==> config.mk <==
export PLATFORM = sky130hd
export DESIGN_NAME = tdm_demux8_flat
export DESIGN_NICKNAME = d
export VERILOG_FILES = /design/src/rtl/tdm_demux_pkg.sv /design/src/rtl/tdm_demux8_if.sv /design/src/rtl/demux_slot_ctr.sv /design/src/rtl/tdm_demux8.sv /design/src/flat_wrapper.sv
export SDC_FILE = /design/constraint.sdc
export NUM_CORES = 1
export LEC_CHECK = 0
export ABC_AREA = 1
export ABC_CLOCK_PERIOD_IN_PS = 1600
export BUFFER_PORTS_ARGS = -buffer_cell sky130_fd_sc_hd__buf_2
export CORE_MARGIN = 8
export CORE_UTILIZATION = 53
export CTS_CLUSTER_SIZE = 8
export DETAILED_ROUTE_END_ITERATION = 16
export PLACE_DENSITY = 0.76
export SKIP_CTS_REPAIR_TIMING = 1
export SYNTH_ARGS = -nofsm -noshare
export SYNTH_HDL_FRONTEND = slang
export SYNTH_SLANG_ARGS = --single-unit
==> constraint.sdc <==
create_clock -name clk -period 1.6 [get_ports clk]
set_input_delay 0.16 -clock clk [delete_from_list [all_inputs] [get_ports clk]]
set_output_delay 0.16 -clock clk [all_outputs]
set_load 0.02 [all_outputs]
==> src/rtl/tdm_demux_pkg.sv <==
// rtl/tdm_demux_pkg.sv - shared constants, FSM state type and lane decode helper for tdm_demux8
//
// Purpose:
//   Common definitions for the 8-lane TDM demultiplexer:
//     LANES   number of lanes in one frame
//     SLOT_W  width of the slot index
//     state_e alignment FSM states (IDLE = unaligned, RECV = aligned)
//   lane_onehot() turns a slot index into write enables for the
//   shadow lanes 0..LANES-2. Lane LANES-1 never lands in the shadow:
//   it goes straight into dout together with the shadow contents.
package tdm_demux_pkg;

  localparam int LANES  = 8;
  localparam int SLOT_W = 3;

  typedef enum logic {
    IDLE = 1'b0,
    RECV = 1'b1
  } state_e;

  // One-hot shadow-lane enable for a slot; the last slot yields all zeros.
  function automatic logic [LANES-2:0] lane_onehot(input logic [SLOT_W-1:0] s);
    logic [LANES-2:0] en;
    en = '0;
    for (int k = 0; k < LANES - 1; k++) begin
      if (s == SLOT_W'(k)) begin
        en[k] = 1'b1;
      end
    end
    return en;
  endfunction

endpackage

==> src/rtl/tdm_demux8_if.sv <==
// rtl/tdm_demux8_if.sv - sample input and frame output bundle of tdm_demux8
//
// Purpose:
//   Groups the serial sample stream and the assembled-frame outputs.
// Signals:
//   din        [W-1:0]        serial lane sample
//   din_valid                 qualifies din and sync
//   sync                      frame-start marker (meaningful only with din_valid)
//   dout       [LANES*W-1:0]  assembled frame, lane k at [k*W +: W]
//   dout_valid                one-cycle pulse when dout is updated
//   slot       [SLOT_W-1:0]   lane index the next accepted sample fills
//   err                       one-cycle pulse on a frame-alignment error
// Modports:
//   master  the sample producer / frame consumer
//   slave   the demultiplexer
interface tdm_demux8_if
  import tdm_demux_pkg::*;
#(
  parameter int W = 1
);

  logic [W-1:0]       din;
  logic               din_valid;
  logic               sync;
  logic [LANES*W-1:0] dout;
  logic               dout_valid;
  logic [SLOT_W-1:0]  slot;
  logic               err;

  modport master (
    output din,
    output din_valid,
    output sync,
    input  dout,
    input  dout_valid,
    input  slot,
    input  err
  );

  modport slave (
    input  din,
    input  din_valid,
    input  sync,
    output dout,
    output dout_valid,
    output slot,
    output err
  );

endinterface

==> src/rtl/demux_slot_ctr.sv <==
// rtl/demux_slot_ctr.sv - lane slot counter with sync clear-to-1 and wrap flag
//
// Purpose:
//   Tracks which lane the next accepted sample fills. A sync sample is
//   itself lane 0, so clear_i loads 1 (the lane after it). Incrementing
//   past the last lane wraps naturally to 0 through the SLOT_W-bit width.
// Ports:
//   clk      clock, rising edge
//   rst      asynchronous active-high reset, forces slot to 0
//   clear_i  sync sample accepted: slot becomes 1 (has priority over inc_i)
//   inc_i    data sample accepted while aligned: slot advances modulo LANES
//   slot_o   current slot index (registered)
//   wrap_o   slot is at the last lane, the next increment completes a frame
module demux_slot_ctr
  import tdm_demux_pkg::*;
(
  input  logic              clk,
  input  logic              rst,
  input  logic              clear_i,
  input  logic              inc_i,
  output logic [SLOT_W-1:0] slot_o,
  output logic              wrap_o
);

  logic [SLOT_W-1:0] slot_q;
  logic [SLOT_W-1:0] slot_d;

  always_comb begin
    slot_d = slot_q;
    if (clear_i) begin
      slot_d = SLOT_W'(1);
    end else if (inc_i) begin
      slot_d = slot_q + SLOT_W'(1);
    end
  end

  always_ff @(posedge clk or posedge rst) begin
    if (rst) begin
      slot_q <= '0;
    end else begin
      slot_q <= slot_d;
    end
  end

  assign slot_o = slot_q;
  assign wrap_o = (slot_q == SLOT_W'(LANES - 1));

endmodule

==> src/rtl/tdm_demux8.sv <==
// rtl/tdm_demux8.sv - 8-lane TDM demultiplexer with sync alignment and error flag
//
// Purpose:
//   Collects a serial stream of W-bit samples into 8-lane frames. A sync
//   sample aligns the block and is stored as lane 0. Lanes 0..6 build up
//   in a shadow register; the lane-7 sample loads the whole frame into
//   dout at once, so dout never shows a partial frame. Frames then follow
//   back to back without further sync. A sync arriving mid-frame flags
//   err, drops the partial frame and restarts alignment on that sample.
// Ports:
//   clk  clock, rising edge
//   rst  asynchronous active-high reset
//   bus  tdm_demux8_if slave modport (din/din_valid/sync in,
//        dout/dout_valid/slot/err out, all outputs registered)
module tdm_demux8
  import tdm_demux_pkg::*;
#(
  parameter int W = 1
)
(
  input  logic        clk,
  input  logic        rst,
  tdm_demux8_if.slave bus
);

  localparam int SH_W = (LANES - 1) * W;

  state_e             state_q;
  state_e             state_d;
  logic [SH_W-1:0]    shadow_q;
  logic [SH_W-1:0]    shadow_d;
  logic [LANES*W-1:0] dout_q;
  logic [LANES*W-1:0] dout_d;
  logic               dout_valid_q;
  logic               dout_valid_d;
  logic               err_q;
  logic               err_d;

  logic               ctr_clear;
  logic               ctr_inc;
  logic [SLOT_W-1:0]  slot;
  logic               wrap;
  logic [LANES-2:0]   lane_en;

  demux_slot_ctr u_slot_ctr (
    .clk     (clk),
    .rst     (rst),
    .clear_i (ctr_clear),
    .inc_i   (ctr_inc),
    .slot_o  (slot),
    .wrap_o  (wrap)
  );

  // Slot-to-lane write decode for the shadow lanes.
  assign lane_en = lane_onehot(slot);

  always_comb begin
    state_d      = state_q;
    shadow_d     = shadow_q;
    dout_d       = dout_q;
    dout_valid_d = 1'b0;
    err_d        = 1'b0;
    ctr_clear    = 1'b0;
    ctr_inc      = 1'b0;

    if (bus.din_valid) begin
      if (bus.sync) begin
        // Sync is lane 0 of a new frame in either state. Mid-frame it is
        // an alignment error; the stale shadow lanes are wiped so the
        // dropped partial frame cannot leak into the next one.
        state_d            = RECV;
        ctr_clear          = 1'b1;
        err_d              = (state_q == RECV) && (slot != '0);
        shadow_d           = '0;
        shadow_d[0 +: W]   = bus.din;
      end else if (state_q == RECV) begin
        ctr_inc = 1'b1;
        if (wrap) begin
          dout_d       = {bus.din, shadow_q};
          dout_valid_d = 1'b1;
        end else begin
          for (int k = 0; k < LANES - 1; k++) begin
            if (lane_en[k]) begin
              shadow_d[k*W +: W] = bus.din;
            end
          end
        end
      end
      // Unaligned samples without sync are simply dropped.
    end
  end

  always_ff @(posedge clk or posedge rst) begin
    if (rst) begin
      state_q      <= IDLE;
      shadow_q     <= '0;
      dout_q       <= '0;
      dout_valid_q <= 1'b0;
      err_q        <= 1'b0;
    end else begin
      state_q      <= state_d;
      shadow_q     <= shadow_d;
      dout_q       <= dout_d;
      dout_valid_q <= dout_valid_d;
      err_q        <= err_d;
    end
  end

  assign bus.dout       = dout_q;
  assign bus.dout_valid = dout_valid_q;
  assign bus.slot       = slot;
  assign bus.err        = err_q;

endmodule

==> src/flat_wrapper.sv <==
// flat-port wrapper written by rule: the top's interface ports become plain ports
module tdm_demux8_flat import tdm_demux_pkg::*;
#(
  parameter int W = 1
)
  (clk, rst, bus_din, bus_din_valid, bus_sync, bus_dout, bus_dout_valid, bus_slot, bus_err);
  tdm_demux8_if #(.W(W)) bus_i ();
  input  logic clk;
  input  logic rst;
  input wire logic [$bits(bus_i.din)-1:0] bus_din;
  input wire logic [$bits(bus_i.din_valid)-1:0] bus_din_valid;
  input wire logic [$bits(bus_i.sync)-1:0] bus_sync;
  output wire logic [$bits(bus_i.dout)-1:0] bus_dout;
  output wire logic [$bits(bus_i.dout_valid)-1:0] bus_dout_valid;
  output wire logic [$bits(bus_i.slot)-1:0] bus_slot;
  output wire logic [$bits(bus_i.err)-1:0] bus_err;
  assign bus_i.din = bus_din;
  assign bus_i.din_valid = bus_din_valid;
  assign bus_i.sync = bus_sync;
  assign bus_dout = bus_i.dout;
  assign bus_dout_valid = bus_i.dout_valid;
  assign bus_slot = bus_i.slot;
  assign bus_err = bus_i.err;
  tdm_demux8 #(.W(W)) u_core (.clk(clk), .rst(rst), .bus(bus_i));
endmodule
# After elaboration in Yosys (flattened, before gate mapping)
# Index checks and enable logic that the tools add are counted.
[op_classes]
n_eq_ne = 8
addsub = 1
reduce_logical = 21
bitwise_logic = 1
n_mux = 30
[op_table]
columns = ["op", "n"]
rows = [
  ["4-bit AND reduction", 8],
  ["1-bit 2-to-1 mux", 25],
  ["7-bit 2-to-1 mux", 3],
  ["2-bit nonzero test", 9],
  ["3-bit equality test (second input constant)", 4],
  ["3-bit by 2-bit equality test with 1-bit output (second input constant)", 2],
  ["3-bit 2-to-1 mux", 2],
  ["3-bit by 1-bit adder with 3-bit output (second input constant)", 1],
  ["3-bit by 1-bit equality test with 1-bit output (second input constant)", 1],
  ["3-bit logical NOT", 1],
  ["3-bit nonzero test", 1],
  ["2-bit != test (second input constant)", 1],
  ["2-bit AND reduction", 1],
  ["1-bit logical AND", 1],
  ["1-bit inverter", 1],
]
[word_totals]
reg_bits = 21

# Longest topological paths before layout
# Gate-level depths: netlist (run 1).
[depth]
ltp_word = 6
depth_mapped = 8
depth_no_buf = 8

# By module
# A second synthesis (run 1) with hierarchy kept.
[unflattened]
cells_unflattened = 122
area_unflattened_um2 = 973.4
[modules_own_cells]
columns = ["module", "area_per_inst_um2", "instances", "cells_per_inst"]
rows = [
  ["tdm_demux8", 817.0, 1, 103],
  ["demux_slot_ctr", 156.4, 1, 19],
]

# Least setup slack after synthesis (run 1)
# OpenSTA, ideal clock, no wires.
[synth_path]
path_kind = "register -> register"
from = "register u_core.u_slot_ctr.slot_q[0], in the netlist u_core.u_slot_ctr.slot_o[0]"
to = "register u_core.dout_q[0], in the netlist u_core.bus.dout[0]"
t_arrival_ns = 1.337
slack_ns = 0.146
path_stages_with_launch = 9
synth_period_minus_slack_ns = 1.454
cell_sequence = "dfrtp_1 ha_1 ha_1 nand2_8 inv_2 nand2_8 inv_6 nand2_1 nand2_1"
[synth_between]
elab_chain_cells = 2
[synth_lines]
columns = ["element", "line_no", "text"]
rows = [
  ["start: declaration", "demux_slot_ctr.sv:25", "logic [SLOT_W-1:0] slot_q;"],
  ["start signal: assignment", "demux_slot_ctr.sv:41", "slot_q <= slot_d;"],
  ["3-bit equality test", "demux_slot_ctr.sv:46", "assign wrap_o = (slot_q == SLOT_W'(LANES - 1));"],
  ["4-bit AND reduction (no line)", "--", ""],
  ["end signal: assignment", "tdm_demux8.sv:103", "dout_q <= dout_d;"],
  ["end: declaration", "tdm_demux8.sv:32", "logic [LANES*W-1:0] dout_q;"],
]
# No other way between the ends.
# A chain may end at the register's enable or synchronous reset.

# Worst setup path after layout (run 1)
[layout_path]
from = "register u_core.u_slot_ctr.slot_q[0], in the netlist u_core.u_slot_ctr.slot_o[0]"
to = "register u_core.dout_q[6], in the netlist u_core.bus.dout[6]"
# The elaborated chain is that of the path after synthesis.

==> out/qor.csv, run 1 <==
metric,value,unit
status,completed,
initial DRC count,17,
"commonest non-fill, non-tap cells in the layout","nand2_1 (52), dfrtp_1 (21), buf_2 (17), nand3_1 (13), inv_1 (7)",
CTS buffer count,3,
antenna cells,0,
Multi-input gate area,473,µm²
GR Util All Layers,11.8,%
Placeable Area,0.00192,mm²
"commonest non-fill, non-tap cell in the layout",nand2_1,
I/O pin count,18,
Final ANT Viol Nets,0,
synthesized cell area,0.00105,mm²
Lkg Pwr,0.703,nW
Max clock buf depth,2,
synth warn,0,
pre-CTS setup slack,0.160,ns
DIE AREA,0.00366,mm²
Max Cap Viol,0,
Hold Path Class,input pin to flop,
WHS,0.0984,ns
die span in x,60.5,µm
fin nets,157,
setup ws final,0.140,ns
clock transition at the registers of the reported paths,0.11,ns
"Max FO, Critical Path",10,
Tightest Pin Transition,0.380,ns
Total Power,0.00146,W
GPL Wtd Cong,0.829,
die height,60.5,µm
CTS sink count,21,
Final Max Tran Viols,0,
CP Data Required Time,1.80,ns
setup violators final,0,
via count,820,
share of post-route cells with drive strength above 1,22.8,%
fin crit period,1.46,ns
CP Launch Type,flop,
Avg Vias per Cell,4.77,
total global routing overflow,0,
"flops & latches, synth",21,
htree depth,1,
type of destination of the critical path,flop,
TNS Setup,0,ns
Layout area overhead,15.5,%
First-pass DRT Iterations,4,
row cnt,16,
RSZ-0062 raised after global routing,no,
final period utilization,91.3,%
Setup CP Type,flop to flop,
vias in the first global route,789,
overall routed net length,1.86,mm
Clock Tree Root,clkbuf_4,
"Hold Vio Cnt, Final",0,
Worst VDD drop,713,µV
register area share after synthesis,50.1,%
initial antenna violation count,0,
Avg Inst Size Synth,8.60,µm²
placed wire-length estimate,1.43,mm
WL per Instance,10.8,µm
DRC viols,0,
register area,526,µm²
Clock Skew,0.00400,ns
synthesized instance count,122,
starting density of the core,54.6,%
pwr dens,1210,mW/mm²
CTS tree,yes,
fillers,182,
Max Clk Rate,685,MHz
largest net degree at the start of global routing,22,
PortBufs,17,
Mapped Nets,133,
CP arrival,1.66,ns
distinct cell type count after synthesis,16,
Max-slew headroom,74.6,%
Clock Latency Late Sink,0.30,ns
global-route wire length before repair,3.22,mm
worst max-delay path, stage by stage (launching register included):
cell	delay, ns
dfrtp_1	0.44
ha_1	0.23
ha_1	0.25
nand2_8	0.12
inv_2	0.07
nand2_8	0.10
inv_6	0.05
nand2_1	0.05
nand2_1	0.05
synth_stat cells:
library cell | instances | share of area, %
a21oi_1 | 3 | 1.4
nand2_8 | 2 | 3.8
inv_1 | 7 | 2.5
nor2_1 | 4 | 1.4
o21ai_1 | 1 | 0.48
ha_1 | 6 | 7.2
o21ai_0 | 3 | 1.4
nand2_2 | 4 | 2.4
nand2_4 | 1 | 1.1
inv_2 | 1 | 0.36
nand3_1 | 13 | 6.2
dfrtp_1 | 21 | 50
inv_4 | 2 | 1.2
nor2_4 | 1 | 1.1
nand2_1 | 52 | 19
inv_6 | 1 | 0.83
final cells by class:
type,count,share of cell area [%]
clock buffer,4,2.17
inverter,11,4.23
multi-input combinational,90,39.0
sequential,21,43.3
tap,27,2.79
timing repair buffer,19,8.46
state kept, by name, summed over array words and instances (netlist names):
name                      count
u_core.bus.dout               8
u_core.bus.dout_valid         1
u_core.bus.err                1
u_core.shadow_q               7
u_core.state_q                1
u_core.u_slot_ctr.slot_o      3
kinds of logic (layout without fill, tap and decap cells):
family	count (synthesis)	after routing	synth area share, %
adder cells (fa/ha/maj)	6	6	7.15
AO/OA/AOI/OAI	7	7	3.34
buffers and inverters	11	34	4.89
flip-flops	21	21	50.1
AND/OR/NAND/NOR	77	77	34.6
report_power, final:
| group | internal, W | leakage (nW) | switching [W] |
|---|---|---|---|
| sequential | 0.000655 | 0.267 | 0.0000763 |
| clock | 0.0000973 | 0.0150 | 0.000151 |
| combinational | 0.000168 | 0.421 | 0.000314 |
worst paths after layout:
kind | startpoint | to | slack, ns | depth (start not counted)
hold / removal | bus_din | u_core.shadow_q[0] | 0.1 | 3
hold reg to reg | u_core.shadow_q[0] | u_core.shadow_q[0] | 0.49 | 2
max in group asynchronous | rst | u_core.u_slot_ctr.slot_o[2] | 0.98 | 4
min in group asynchronous | rst | u_core.bus.dout[0] | 0.41 | 4
setup reg to reg | u_core.u_slot_ctr.slot_o[0] | u_core.bus.dout[6] | 0.14 | 8
setup / recovery | u_core.u_slot_ctr.slot_o[0] | u_core.bus.dout[6] | 0.14 | 8
routing by layer:
layer / track usage (%) / vias to the layer above / share of wire (%)
li1: - / 428 / -
met1: 13.6 / 364 / 45
met3: 3.18 / 5 / 5.7
met5: 0 / - / 0
met2: 19.1 / 23 / 47
met4: 6.98 / 0 / 2.2
per-stage QoR:
stage / util [%] / cells / instance area (µm²)
6_report: 63.1 / 172 / 1210
5_1_grt: 63.1 / 172 / 1210
4_1_cts: 62.6 / 171 / 1200
3_5_place_dp: 61.2 / 167 / 1180
3_3_place_gp: 61.2 / 167 / 1180
2_1_floorplan: - / 122 / 1050
No activity file was read; power rests on OpenSTA's default activity.
==> inputs of run 2 (changes only) <==
--- a/config.mk
+++ b/config.mk
@@ -6,14 +6,15 @@
 export NUM_CORES = 1
 export LEC_CHECK = 0
 export ABC_AREA = 1
-export ABC_CLOCK_PERIOD_IN_PS = 1600
 export BUFFER_PORTS_ARGS = -buffer_cell sky130_fd_sc_hd__buf_2
 export CORE_MARGIN = 8
 export CORE_UTILIZATION = 53
 export CTS_CLUSTER_SIZE = 8
 export DETAILED_ROUTE_END_ITERATION = 16
+export MAX_ROUTING_LAYER = met4
 export PLACE_DENSITY = 0.76
 export SKIP_CTS_REPAIR_TIMING = 1
+export SKIP_LAST_GASP = 1
 export SYNTH_ARGS = -nofsm -noshare
 export SYNTH_HDL_FRONTEND = slang
 export SYNTH_SLANG_ARGS = --single-unit
==> out/qor.csv, run 2 (same netlist as run 1, synthesis figures left out) <==
metric,value,unit
status,completed,
PortBufs,17,
Tightest Pin Transition,0.387,ns
die height,60.5,µm
met2 wire length,879,µm
total global routing overflow,0,
CTS buffer count,3,
Hold Path Depth,3,
largest net degree at the start of global routing,22,
fin nets,157,
DRC viols,0,
final period utilization,91.1,%
Hold Path Class,input pin to flop,
R2R setup slack,0.14,ns
fillers,182,
met3 routed WL,95,µm
"commonest non-fill, non-tap cells in the layout","nand2_1 (52), dfrtp_1 (21), buf_2 (17), nand3_1 (13), inv_1 (7)",
Layout area overhead,15.5,%
Max Clk Rate,686,MHz
GPL Wtd Cong,0.842,
Max-slew headroom,74.1,%
M1 WL,857,µm
starting density of the core,54.6,%
CP arrival,1.66,ns
die span in x,60.5,µm
setup ws final,0.142,ns
setup violators final,0,
RSZ-0062 raised after global routing,no,
Setup CP Type,flop to flop,
CP bufs+invs,2,
post-place instance area,0.00118,mm²
CP startpoint,u_core.u_slot_ctr.slot_o[0],
Largest register FFs,8,
Lkg Pwr,0.703,nW
htree depth,1,
fin crit period,1.46,ns
final non-filler cell total,172,
"CP delay by family, top",adder cells,
type of destination of the critical path,flop,
GR Util All Layers,12.1,%
placed wire-length estimate,1.43,mm
I/O pin count,18,
Clock Tree Root,clkbuf_4,
Worst Min Path Start,bus_din,
Finished Cell Area,0.00121,mm²
CTS tree,yes,
Clock Latency Late Sink,0.30,ns
initial DRC count,17,
pwr dens,1210,mW/mm²
reg2reg end,u_core.bus.dout[6],
Avg Vias per Cell,4.77,
critical-path cell list,"ha_1, ha_1, nand2_8, inv_2, nand2_8, inv_6, nand2_1, nand2_1",
slowest CP cell,dfrtp_1,
vias in the first global route,789,
Clock Skew,0.00389,ns
Total Power,0.00146,W
"commonest non-fill, non-tap cell in the layout",nand2_1,
TNS Setup,0,ns
row cnt,16,
CP Data Required Time,1.80,ns
reg2reg start,u_core.u_slot_ctr.slot_o[0],
"Max FO, Critical Path",10,
Final Max Tran Viols,0,
share of post-route cells with drive strength above 1,22.8,%
overall routed net length,1.88,mm
DIE AREA,0.00366,mm²
Max Cap Viol,0,
R2R depth,8,
pre-CTS setup slack,0.160,ns
CTS sink count,21,
Cells after DPL,167,
WL per Instance,10.9,µm
DR top layer,met4,
initial antenna violation count,0,
CP Launch Type,flop,
Min-Delay Endpoint,u_core.shadow_q[0],
via count,821,
Worst VDD drop,713,µV
clock transition at the registers of the reported paths,0.11,ns
Final ANT Viol Nets,0,
global-route wire length before repair,3.22,mm
CP peak stage delay,0.44,ns
antenna cells,0,
First-pass DRT Iterations,4,
Placeable Area,0.00192,mm²
Max clock buf depth,2,
"Hold Vio Cnt, Final",0,
==> run 2: cell counts in the layout (fill, tap and decap cells not counted) <==
Identical to the previous run, type by type.
==> run 2: metrics by stage <==
step | util (%) | hold slack (ns)
4_1_cts | 62.6 | -0.136
3_3_place_gp | 61.2 | 0.197
2_1_floorplan | - | 0.137
6_report | 63.1 | 0.0958
3_5_place_dp | 61.2 | 0.198
5_1_grt | 63.1 | 0.0923
==> run 2: area by class of cell <==
type / instances / area (µm²) / area share (%)
Inverter: 11 / 51.3 / 4.23
Multi-Input combinational cell: 90 / 473 / 39.0
Sequential cell: 21 / 526 / 43.3
Clock buffer: 4 / 26.3 / 2.17
Timing Repair Buffer: 19 / 103 / 8.46
Tap cell: 27 / 33.8 / 2.79
==> run 2: per-layer routing <==
layer	GRT usage [%]	vias up
met5	-	-
met4	6.98	0
met3	3.18	5
met2	19.1	20
met1	13.6	366
li1	-	430
==> run 2: power breakdown <==
part | switching [W] | internal, W | total, W
registers | 0.0000763 | 0.000655 | 0.000732
logic | 0.000314 | 0.000168 | 0.000482
clock network | 0.000153 | 0.0000974 | 0.000250
total | 0.000544 | 0.000921 | 0.00146
==> run 2: tightest hold or removal path: stages <==
cell and delay (ns):
buf_2 0.09, nand3_1 0.07, nand2_1 0.06
==> run 2: worst max-delay path by stage <==
stage                     slack, ns  cells past startpoint                 end
after floorplan                0.15                      8  u_core.bus.dout[0]
after global placement         0.21                      8  u_core.bus.dout[6]
after detailed placement       0.16                      8  u_core.bus.dout[6]
final                          0.14                      8  u_core.bus.dout[6]
after global routing           0.06                      8  u_core.bus.dout[5]
after CTS                      0.14                      8  u_core.bus.dout[6]
==> inputs of run 3 (changes only) <==
--- a/config.mk
+++ b/config.mk
@@ -7,7 +7,6 @@
 export LEC_CHECK = 0
 export ABC_AREA = 1
 export BUFFER_PORTS_ARGS = -buffer_cell sky130_fd_sc_hd__buf_2
-export CORE_MARGIN = 8
 export CORE_UTILIZATION = 53
 export CTS_CLUSTER_SIZE = 8
 export DETAILED_ROUTE_END_ITERATION = 16
==> out/qor.csv, run 3 (same netlist as run 1, synthesis figures left out) <==
metric,value,unit
die height,46.5,µm
Gate power share,32.9,%
Psw,0.000545,W
Largest register FFs,8,
GPL Wtd Cong,0.860,
row cnt,15,
internal power,0.000917,W
DIE AREA,0.00216,mm²
RSZ-0062 raised after global routing,no,
fin crit period,1.46,ns
"Max FO, Critical Path",10,
via count,816,
largest net degree at the start of global routing,22,
starting density of the core,58.9,%
Tightest Pin Transition,0.392,ns
Clock Tree Root,clkbuf_4,
Lkg Pwr,0.705,nW
Clock Skew,0.00260,ns
CTS tree,yes,
overall routed net length,1.80,mm
First-pass DRT Iterations,4,
reg2reg end,u_core.bus.dout[6],
"CP delay by family, top",adder cells,
CTS buffer count,3,
critical-path cell list,"ha_1, ha_1, nand2_8, inv_2, nand2_8, inv_6, nand2_1, nand2_1",
Setup CP Type,flop to flop,
reg2reg start,u_core.u_slot_ctr.slot_o[0],
vias in the first global route,725,
Sequential Power Share,50.2,%
clock transition at the registers of the reported paths,0.11,ns
I/O pin count,18,
DRC viols,0,
setup violators final,0,
global-route wire length before repair,3.11,mm
fin nets,157,
fillers,151,
R2R setup slack,0.14,ns
R2R depth,8,
Min-Delay Endpoint,u_core.shadow_q[0],
CP peak stage delay,0.45,ns
antenna cells,0,
pwr dens,1210,mW/mm²
Worst Min Path Start,bus_din,
Max-slew headroom,73.8,%
clock network fraction of design power,16.9,%
Clock Latency Late Sink,0.29,ns
CP Launch Type,flop,
slowest CP cell,dfrtp_1,
Avg Vias per Cell,4.80,
Hold Path Class,input pin to flop,
post-place instance area,0.00117,mm²
GR Util All Layers,21.2,%
Max Cap Viol,0,
share of post-route cells with drive strength above 1,23.4,%
"Hold Vio Cnt, Final",0,
initial DRC count,2,
CP Data Required Time,1.80,ns
"commonest non-fill, non-tap cells in the layout","nand2_1 (52), dfrtp_1 (21), buf_2 (17), nand3_1 (13), inv_1 (7)",
total global routing overflow,0,
final period utilization,91.0,%
PortBufs,17,
CP arrival,1.65,ns
CTS sink count,21,
TNS Setup,0,ns
CP bufs+invs,2,
type of destination of the critical path,flop,
Finished Cell Area,0.00121,mm²
htree depth,1,
Layout area overhead,15.4,%
final core occ,67.9,%
Worst VDD drop,699,µV
Final Max Tran Viols,0,
Sw Share,37.3,%
Placeable Area,0.00178,mm²
initial antenna violation count,0,
"commonest non-fill, non-tap cell in the layout",nand2_1,
Max clock buf depth,2,
Max Clk Rate,687,MHz
placed wire-length estimate,1.41,mm
Final ANT Viol Nets,0,
status,completed,
Hold Path Depth,3,
die span in x,46.5,µm
WL per Instance,10.6,µm
[run 3: cell types whose count changed in the layout (fill, tap and decap cells not counted)]
| cell | change |
|---|---|
| clkbuf_1 | -1 |
| clkinv_2 | +1 |
[run 3: through the flow]
stage / worst slack, ns / power (W) / hold slack, ns / cells
floorplan: 0.146 / 0.00107 / 0.137 / 122
global placement: 0.208 / 0.00122 / 0.195 / 165
detailed placement: 0.165 / 0.00123 / 0.201 / 165
CTS: 0.132 / 0.00148 / -0.132 / 169
global route: 0.0404 / 0.00158 / 0.109 / 170
finish: 0.143 / 0.00146 / 0.106 / 170
[run 3: worst max path at each step]
stage,endpoint,start,slack (ns),cells after the start
CTS,u_core.bus.dout[6],u_core.u_slot_ctr.slot_o[0],0.13,8
global route,u_core.bus.dout[6],u_core.u_slot_ctr.slot_o[0],0.04,8
floorplan,u_core.bus.dout[0],u_core.u_slot_ctr.slot_o[0],0.15,8
detailed placement,u_core.bus.dout[5],u_core.u_slot_ctr.slot_o[0],0.17,8
global placement,u_core.bus.dout[5],u_core.u_slot_ctr.slot_o[0],0.21,8
finish,u_core.bus.dout[6],u_core.u_slot_ctr.slot_o[0],0.14,8
[run 3: layout make-up]
class / instances / area [µm²] / area share, %
sequential: 21 / 526 / 43.4
tap: 25 / 31.3 / 2.58
clock inverter: 1 / 5.00 / 0.413
timing repair buffer: 19 / 103 / 8.47
multi-input combinational: 90 / 473 / 39.0
inverter: 11 / 51.3 / 4.24
clock buffer: 3 / 22.5 / 1.86
[run 3: power groups by stage]
stage	logic (W)	registers, W	clock network [W]
final	0.000481	0.000734	0.000246
after global routing	0.000547	0.000754	0.000280
after detailed placement	0.000483	0.000748	0
after global placement	0.000477	0.000745	0
after CTS	0.000486	0.000737	0.000253
after floorplan	0.000213	0.000855	0
[run 3: worst reg2reg max path: stages (launching register included)]
cell and delay, ns:
dfrtp_1 0.45, ha_1 0.24, ha_1 0.25, nand2_8 0.12, inv_2 0.06, nand2_8 0.09, inv_6 0.05, nand2_1 0.05
nand2_1 0.05
[run 3: layer usage]
| metal | up-vias | wire length [µm] | part of all wire (%) | global-route usage, % |
|---|---|---|---|---|
| met3 | 2 | 60 | 3.3 | 4.71 |
| met5 | - | 0 | 0 | - |
| met1 | 371 | 884 | 49 | 27.9 |
| li1 | 429 | - | - | - |
| met2 | 14 | 838 | 47 | 31.7 |
| met4 | 0 | 14 | 0.78 | 7.65 |
